### config.mk
export PLATFORM = sky130hd
export DESIGN_NAME = dmem_responder
export DESIGN_NICKNAME = d
export VERILOG_FILES = /design/src/rtl/dmem_responder.sv
export SDC_FILE = /design/constraint.sdc
export NUM_CORES = 2
export LEC_CHECK = 0
export ABC_CLOCK_PERIOD_IN_PS = 7650
export CORE_MARGIN = 2
export CORE_UTILIZATION = 55
export CTS_CLUSTER_SIZE = 24
export DETAILED_ROUTE_END_ITERATION = 7
export PLACE_DENSITY_LB_ADDON = 0.2
export SLEW_MARGIN = 40
export SYNTH_ARGS = -nofsm -noshare
export SYNTH_HDL_FRONTEND = slang
export SYNTH_SLANG_ARGS = --single-unit
export TNS_END_PERCENT = 20
### constraint.sdc
create_clock -name clk -period 7.65 [get_ports clk]
set_input_delay 1.53 -clock clk [delete_from_list [all_inputs] [get_ports clk]]
set_output_delay 1.53 -clock clk [all_outputs]
set_load 0.05 [all_outputs]
### src/rtl/dmem_responder.sv
// Data-memory responder: valid/ready load/store target for the core.
// Byte-addressed little-endian array with func3 sizing and error flags.
//
// Ports:
//   clk, reset            clock; synchronous active-high reset
//   req_valid/req_ready   request handshake (ready only when idle)
//   req_we                1 = store, 0 = load
//   req_addr              byte address, DM_ADDRESS bits
//   req_wdata             store data (low byte/half for SB/SH)
//   req_func3             000 B, 001 H, 010 W, 100 BU, 101 HU
//   resp_valid/resp_ready response handshake, LAT cycles after accept
//   resp_rdata            extended load data; 0 for stores and errors
//   resp_err              misaligned access or illegal func3
module dmem_responder #(
  parameter int DM_ADDRESS = 9,
  parameter int DATA_W     = 32,
  parameter int LAT        = 2
) (
  input  logic                  clk,
  input  logic                  reset,
  input  logic                  req_valid,
  output logic                  req_ready,
  input  logic                  req_we,
  input  logic [DM_ADDRESS-1:0] req_addr,
  input  logic [DATA_W-1:0]     req_wdata,
  input  logic [2:0]            req_func3,
  output logic                  resp_valid,
  input  logic                  resp_ready,
  output logic [DATA_W-1:0]     resp_rdata,
  output logic                  resp_err
);

  localparam int WA    = DM_ADDRESS - 2;
  localparam int WORDS = 2 ** WA;

  typedef enum logic [1:0] {
    IDLE,
    WAIT,
    RESP
  } state_t;

  state_t state_q, state_d;
  logic [3:0] cnt_q, cnt_d;

  logic              we_q;
  logic [1:0]        a_q;
  logic [2:0]        f3_q;
  logic [DATA_W-1:0] word_q;
  logic              err_q;

  logic [DATA_W-1:0] mem_q [WORDS];

  logic          accept;
  logic          err_now;
  logic [WA-1:0] widx;
  logic [3:0]    be;
  logic [31:0]   wdat;

  function automatic logic access_err(
    input logic       we,
    input logic [2:0] f3,
    input logic [1:0] a
  );
    logic e;
    case (f3)
      3'b000:  e = 1'b0;
      3'b001:  e = a[0];
      3'b010:  e = (a != 2'b00);
      3'b100:  e = we;
      3'b101:  e = we | a[0];
      default: e = 1'b1;
    endcase
    return e;
  endfunction

  assign req_ready = (state_q == IDLE);
  assign accept    = req_valid & req_ready & ~reset;
  assign widx      = req_addr[DM_ADDRESS-1:2];
  assign err_now   = access_err(req_we, req_func3,
                                req_addr[1:0]);

  // Lane enables and lane-replicated data for stores.
  always_comb begin
    be   = 4'b1111;
    wdat = req_wdata;
    case (req_func3)
      3'b000: begin
        be   = 4'b0001 << req_addr[1:0];
        wdat = {4{req_wdata[7:0]}};
      end
      3'b001: begin
        be   = req_addr[1] ? 4'b1100 : 4'b0011;
        wdat = {2{req_wdata[15:0]}};
      end
      default: begin
        be   = 4'b1111;
        wdat = req_wdata;
      end
    endcase
  end

  always_ff @(posedge clk) begin
    if (accept && req_we && !err_now) begin
      for (int i = 0; i < 4; i++) begin
        if (be[i]) mem_q[widx][8*i +: 8] <= wdat[8*i +: 8];
      end
    end
  end

  // Counter holds 1 on the accept edge, so RESP is
  // entered exactly LAT edges after acceptance.
  always_comb begin
    state_d = state_q;
    cnt_d   = cnt_q;
    case (state_q)
      IDLE: begin
        if (accept) begin
          cnt_d   = 4'd1;
          state_d = (LAT == 1) ? RESP : WAIT;
        end
      end
      WAIT: begin
        if (cnt_q == 4'(LAT - 1)) state_d = RESP;
        else cnt_d = cnt_q + 4'd1;
      end
      RESP: begin
        if (resp_ready) begin
          state_d = IDLE;
          cnt_d   = 4'd0;
        end
      end
      default: begin
        state_d = IDLE;
        cnt_d   = 4'd0;
      end
    endcase
  end

  always_ff @(posedge clk) begin
    if (reset) begin
      state_q <= IDLE;
      cnt_q   <= 4'd0;
      we_q    <= 1'b0;
      a_q     <= 2'b00;
      f3_q    <= 3'b000;
      word_q  <= '0;
      err_q   <= 1'b0;
    end else begin
      state_q <= state_d;
      cnt_q   <= cnt_d;
      if (accept) begin
        we_q   <= req_we;
        a_q    <= req_addr[1:0];
        f3_q   <= req_func3;
        word_q <= mem_q[widx];
        err_q  <= err_now;
      end
    end
  end

  logic [7:0]        bsel;
  logic [15:0]       hsel;
  logic [DATA_W-1:0] ext;

  assign bsel = word_q[{a_q, 3'b000} +: 8];
  assign hsel = a_q[1] ? word_q[31:16] : word_q[15:0];

  always_comb begin
    ext = '0;
    case (f3_q)
      3'b000:  ext = {{24{bsel[7]}}, bsel};
      3'b001:  ext = {{16{hsel[15]}}, hsel};
      3'b010:  ext = word_q;
      3'b100:  ext = {24'd0, bsel};
      3'b101:  ext = {16'd0, hsel};
      default: ext = '0;
    endcase
  end

  assign resp_valid = (state_q == RESP);
  assign resp_err   = resp_valid & err_q;
  assign resp_rdata = (resp_valid && !we_q && !err_q)
                      ? ext : '0;

endmodule

==> impl_metrics.csv <==
group,metric,value,unit
run_status,outcome,"completed",
die,num_rows,199,
sta,layout_min_cycle_time,5.71,ns
sta,setup_repair_after_global_routing_missed_its_margin,"no",
setup_path,critPathCaptureType,"primary output",
run,max_cap_viol_count,0,
die,chipHeight,548,µm
synthesis,synth_area_leader_cell,"sky130_fd_sc_hd__edfxtp_1",
clock_tree,clockBufferDepth,4,
place,post-place-cells,12400,
sta,finalSetupViolations,0,
clock_tree,clock_sinks,4141,
setup_path,worst_setup_path_start_kind,"flip-flop",
clock_tree,worst_skew_pair.late_latency,1.00,ns
synthesis,synthesis.instances,8758,
setup_path,path_class,"reg2out",
power,powerDensity,266,nW/µm²
sta,worst_clock_skew,0.0770,ns
finish,finalNetCount,8966,
synthesis,postSynth.asyncResetShare,0,
place,routabilityCongestion,1.02,
sta,final_max_slew_viol_count,0,
clock_tree,tritoncts,"done",
clock_tree,cts_setup_buffers,0,
place,detailedPlace.worstSlack,1.62,ns
global_routing,grt_start_max_net_pins,129,
sta,min_period_over_period,0.747,
drt,drt_first_pass_iters,8,
min_path,min_path_type,"reg2reg",
drt,drt_iter0_markers,18100,
die,initial_utilization,0.553,
finish,final_cell_count_no_fill,13200,
clock_tree,root_buffer_selected_by_cts,"sky130_fd_sc_hd__clkbuf_16",
clock_tree,clkTransAtPathRegs,0.07,ns
synthesis,postSynthAreaPerCell,18.6,µm²
setup_path,required,6.12,ns
synthesis,synth_seq_cells,4141,
sta,worst-slew-pin-transition,1.03,ns
clock_tree,ctsHoldBuffers,0,
finish,syn_to_final_growth,11.6,%
die,floorplan.io_pins,84,
finish,share_of_cells_above_drive_strength_1,0.198,
drt,detail_route.wl_per_cell,40.1,µm
synthesis,synth_top_area_frac,0.756,
die,floorplan.die.width,548,µm
synthesis,synth_warnings,0,
setup_path,path_max_fanout,16,
sta,worst_hold_slack,0.470,ns
sta,post-route-worst-setup-slack,1.94,ns
power,power.leakage,56.2,nW
synthesis,syn-num-nets,8809,
clock_tree,cts_resized,0,
synthesis,synth_enable_flop_cells,4096,
place,place_hpwl,340,mm
clock_tree,htree_num_levels,5,
clock_tree,cts_made_buffers,410,
drt,ant_nets,0,
drt,wirelength,530,mm
drt,drc_markers,0,
sta,max-slew-margin-rel,0.312,
drt,routed_via_density,7.10,
global_routing,first_pass_grt_wire_length,721,mm
sta,timing.setup.tns,0,ns
sta,final_hold_viol_count,0,
sta,max_freq,175,MHz
die,area_of_the_die,300000,µm²
drt,dr_total_vias,93700,
global_routing,antenna_found_initial,54,
synthesis,synth_area,163000,µm²
place,port_buffers,83,
finish,postLayoutCoreUtil,0.617,
global_routing,globalRouteTotalUtil,0.349,
global_routing,grt_overflow,0,
synthesis,postSynth.topFlopCell,"sky130_fd_sc_hd__edfxtp_1",
power,ir_drop,0.214,mV
global_routing,grt_pass1_vias,88900,
setup_path,data_arrival_time_of_the_worst_path,4.18,ns
die,core-area,294000,µm²
synthesis,ys_types,81,
synthesis,ys_top_cells_by_area,"sky130_fd_sc_hd__edfxtp_1, sky130_fd_sc_hd__mux4_2, sky130_fd_sc_hd__mux2i_1, sky130_fd_sc_hd__a221oi_1, sky130_fd_sc_hd__nor2_1",
synthesis,synth_seq_area_share,0.762,
## sequential cells by signal, indices dropped and copies added, names as in the netlist
register,cells
state_q,2
mem_q,4096
err_q,1
word_q,32
we_q,1
f3_q,3
cnt_q,4
a_q,2
## critical path: stages (launching register included)
cell and delay [ns]:
sky130_fd_sc_hd__dfxtp_1 0.73, sky130_fd_sc_hd__mux4_2 0.38, sky130_fd_sc_hd__mux2i_1 0.07, sky130_fd_sc_hd__or3_1 0.57
sky130_fd_sc_hd__a21oi_1 0.54, sky130_fd_sc_hd__clkdlybuf4s50_1 0.91
## layer usage
metal | up-vias | GRT usage | wire [µm]
li1 | 36300 | - | -
met5 | - | 0 | 425
met3 | 1429 | 0.144 | 85800
met4 | 46 | 0.184 | 33200
met2 | 7963 | 0.482 | 223000
met1 | 48000 | 0.475 | 187000
## cells in the final DEF (no fill, tap or decap), types with 22 or more instances in the layout
cell                              count
sky130_fd_sc_hd__nand3_1             23
sky130_fd_sc_hd__nand2_1            342
sky130_fd_sc_hd__o21ai_1             33
sky130_fd_sc_hd__o221ai_1           103
sky130_fd_sc_hd__mux2i_1            375
sky130_fd_sc_hd__buf_12              51
sky130_fd_sc_hd__a22oi_1             83
sky130_fd_sc_hd__o21ai_0            195
sky130_fd_sc_hd__edfxtp_1          4096
sky130_fd_sc_hd__nor3_1              50
sky130_fd_sc_hd__clkbuf_1            82
sky130_fd_sc_hd__o31ai_1             28
sky130_fd_sc_hd__a31oi_1             43
sky130_fd_sc_hd__clkdlybuf4s50_1     69
sky130_fd_sc_hd__a211oi_1            25
sky130_fd_sc_hd__a221o_1             37
sky130_fd_sc_hd__a22o_1              46
sky130_fd_sc_hd__dfxtp_1             45
sky130_fd_sc_hd__clkbuf_16          415
sky130_fd_sc_hd__buf_4              197
sky130_fd_sc_hd__a21oi_1            267
sky130_fd_sc_hd__a2111oi_0           22
sky130_fd_sc_hd__mux2_2             209
sky130_fd_sc_hd__clkinvlp_4          22
sky130_fd_sc_hd__mux4_2             550
sky130_fd_sc_hd__bufinv_16           34
sky130_fd_sc_hd__o211ai_1            23
sky130_fd_sc_hd__nor2_1             711
sky130_fd_sc_hd__a221oi_1           370
sky130_fd_sc_hd__diode_2             27
sky130_fd_sc_hd__clkinv_1            88
sky130_fd_sc_hd__clkinv_2            76
sky130_fd_sc_hd__o22ai_1             97
sky130_fd_sc_hd__nor2_2              79
## kinds of logic after synthesis
logic type      count (synthesis)  share of synthesized area
fa+ha+maj                       2                   0.000154
mux                          1155                      0.115
xor+xnor                        1                  0.0000539
compound gates               1504                     0.0673
flops                        4141                      0.762
buf+inv                       613                     0.0219
simple gates                 1342                     0.0337
## Yosys cell counts (all sizes together) (97+ instances only)
| cell | number |
|---|---|
| buf | 376 |
| o22ai | 97 |
| a21oi | 275 |
| o21ai | 228 |
| a221oi | 373 |
| mux2 | 225 |
| clkbuf | 220 |
| nand2 | 355 |
| edfxtp | 4096 |
| mux2i | 380 |
| nor2 | 797 |
| mux4 | 550 |
| o221ai | 103 |
## area by class of cell
cell class	count	area [µm²]
Timing Repair Buffer	341	3600
Tap cell	3919	4900
Fill cell	20200	112000
Clock buffer	502	10800
Clock inverter	249	2360
Multi-Input combinational cell	4004	35900
Sequential cell	4141	124000
Inverter	17	76.3
Antenna cell	27	67.6
## report_power, final
group          leakage (nW)  total, mW  switching [mW]  internal (mW)
clock network          6.37       19.8            8.68           11.2
registers              37.1       25.2          0.0985           25.1
logic                  12.7       3.20            2.35          0.846
## stage by stage
step	total power [mW]	cell area, µm²
finish	48.2	182000
global route	49.1	182000
CTS	48.1	181000
detailed placement	28.7	168000
global placement	28.7	168000
floorplan	27.2	163000
## worst paths after layout
check                                start              to  slack, ns  cells after the start
worst max-delay path                a_q[0]  resp_rdata[18]       1.94                      5
worst min-delay path                  we_q            we_q       0.47                      2
worst max register to register  state_q[1]   mem_q[98][12]       3.28                      9
worst min register to register        we_q            we_q       0.47                      2
Note: power is estimated with default switching activity, not from simulation.
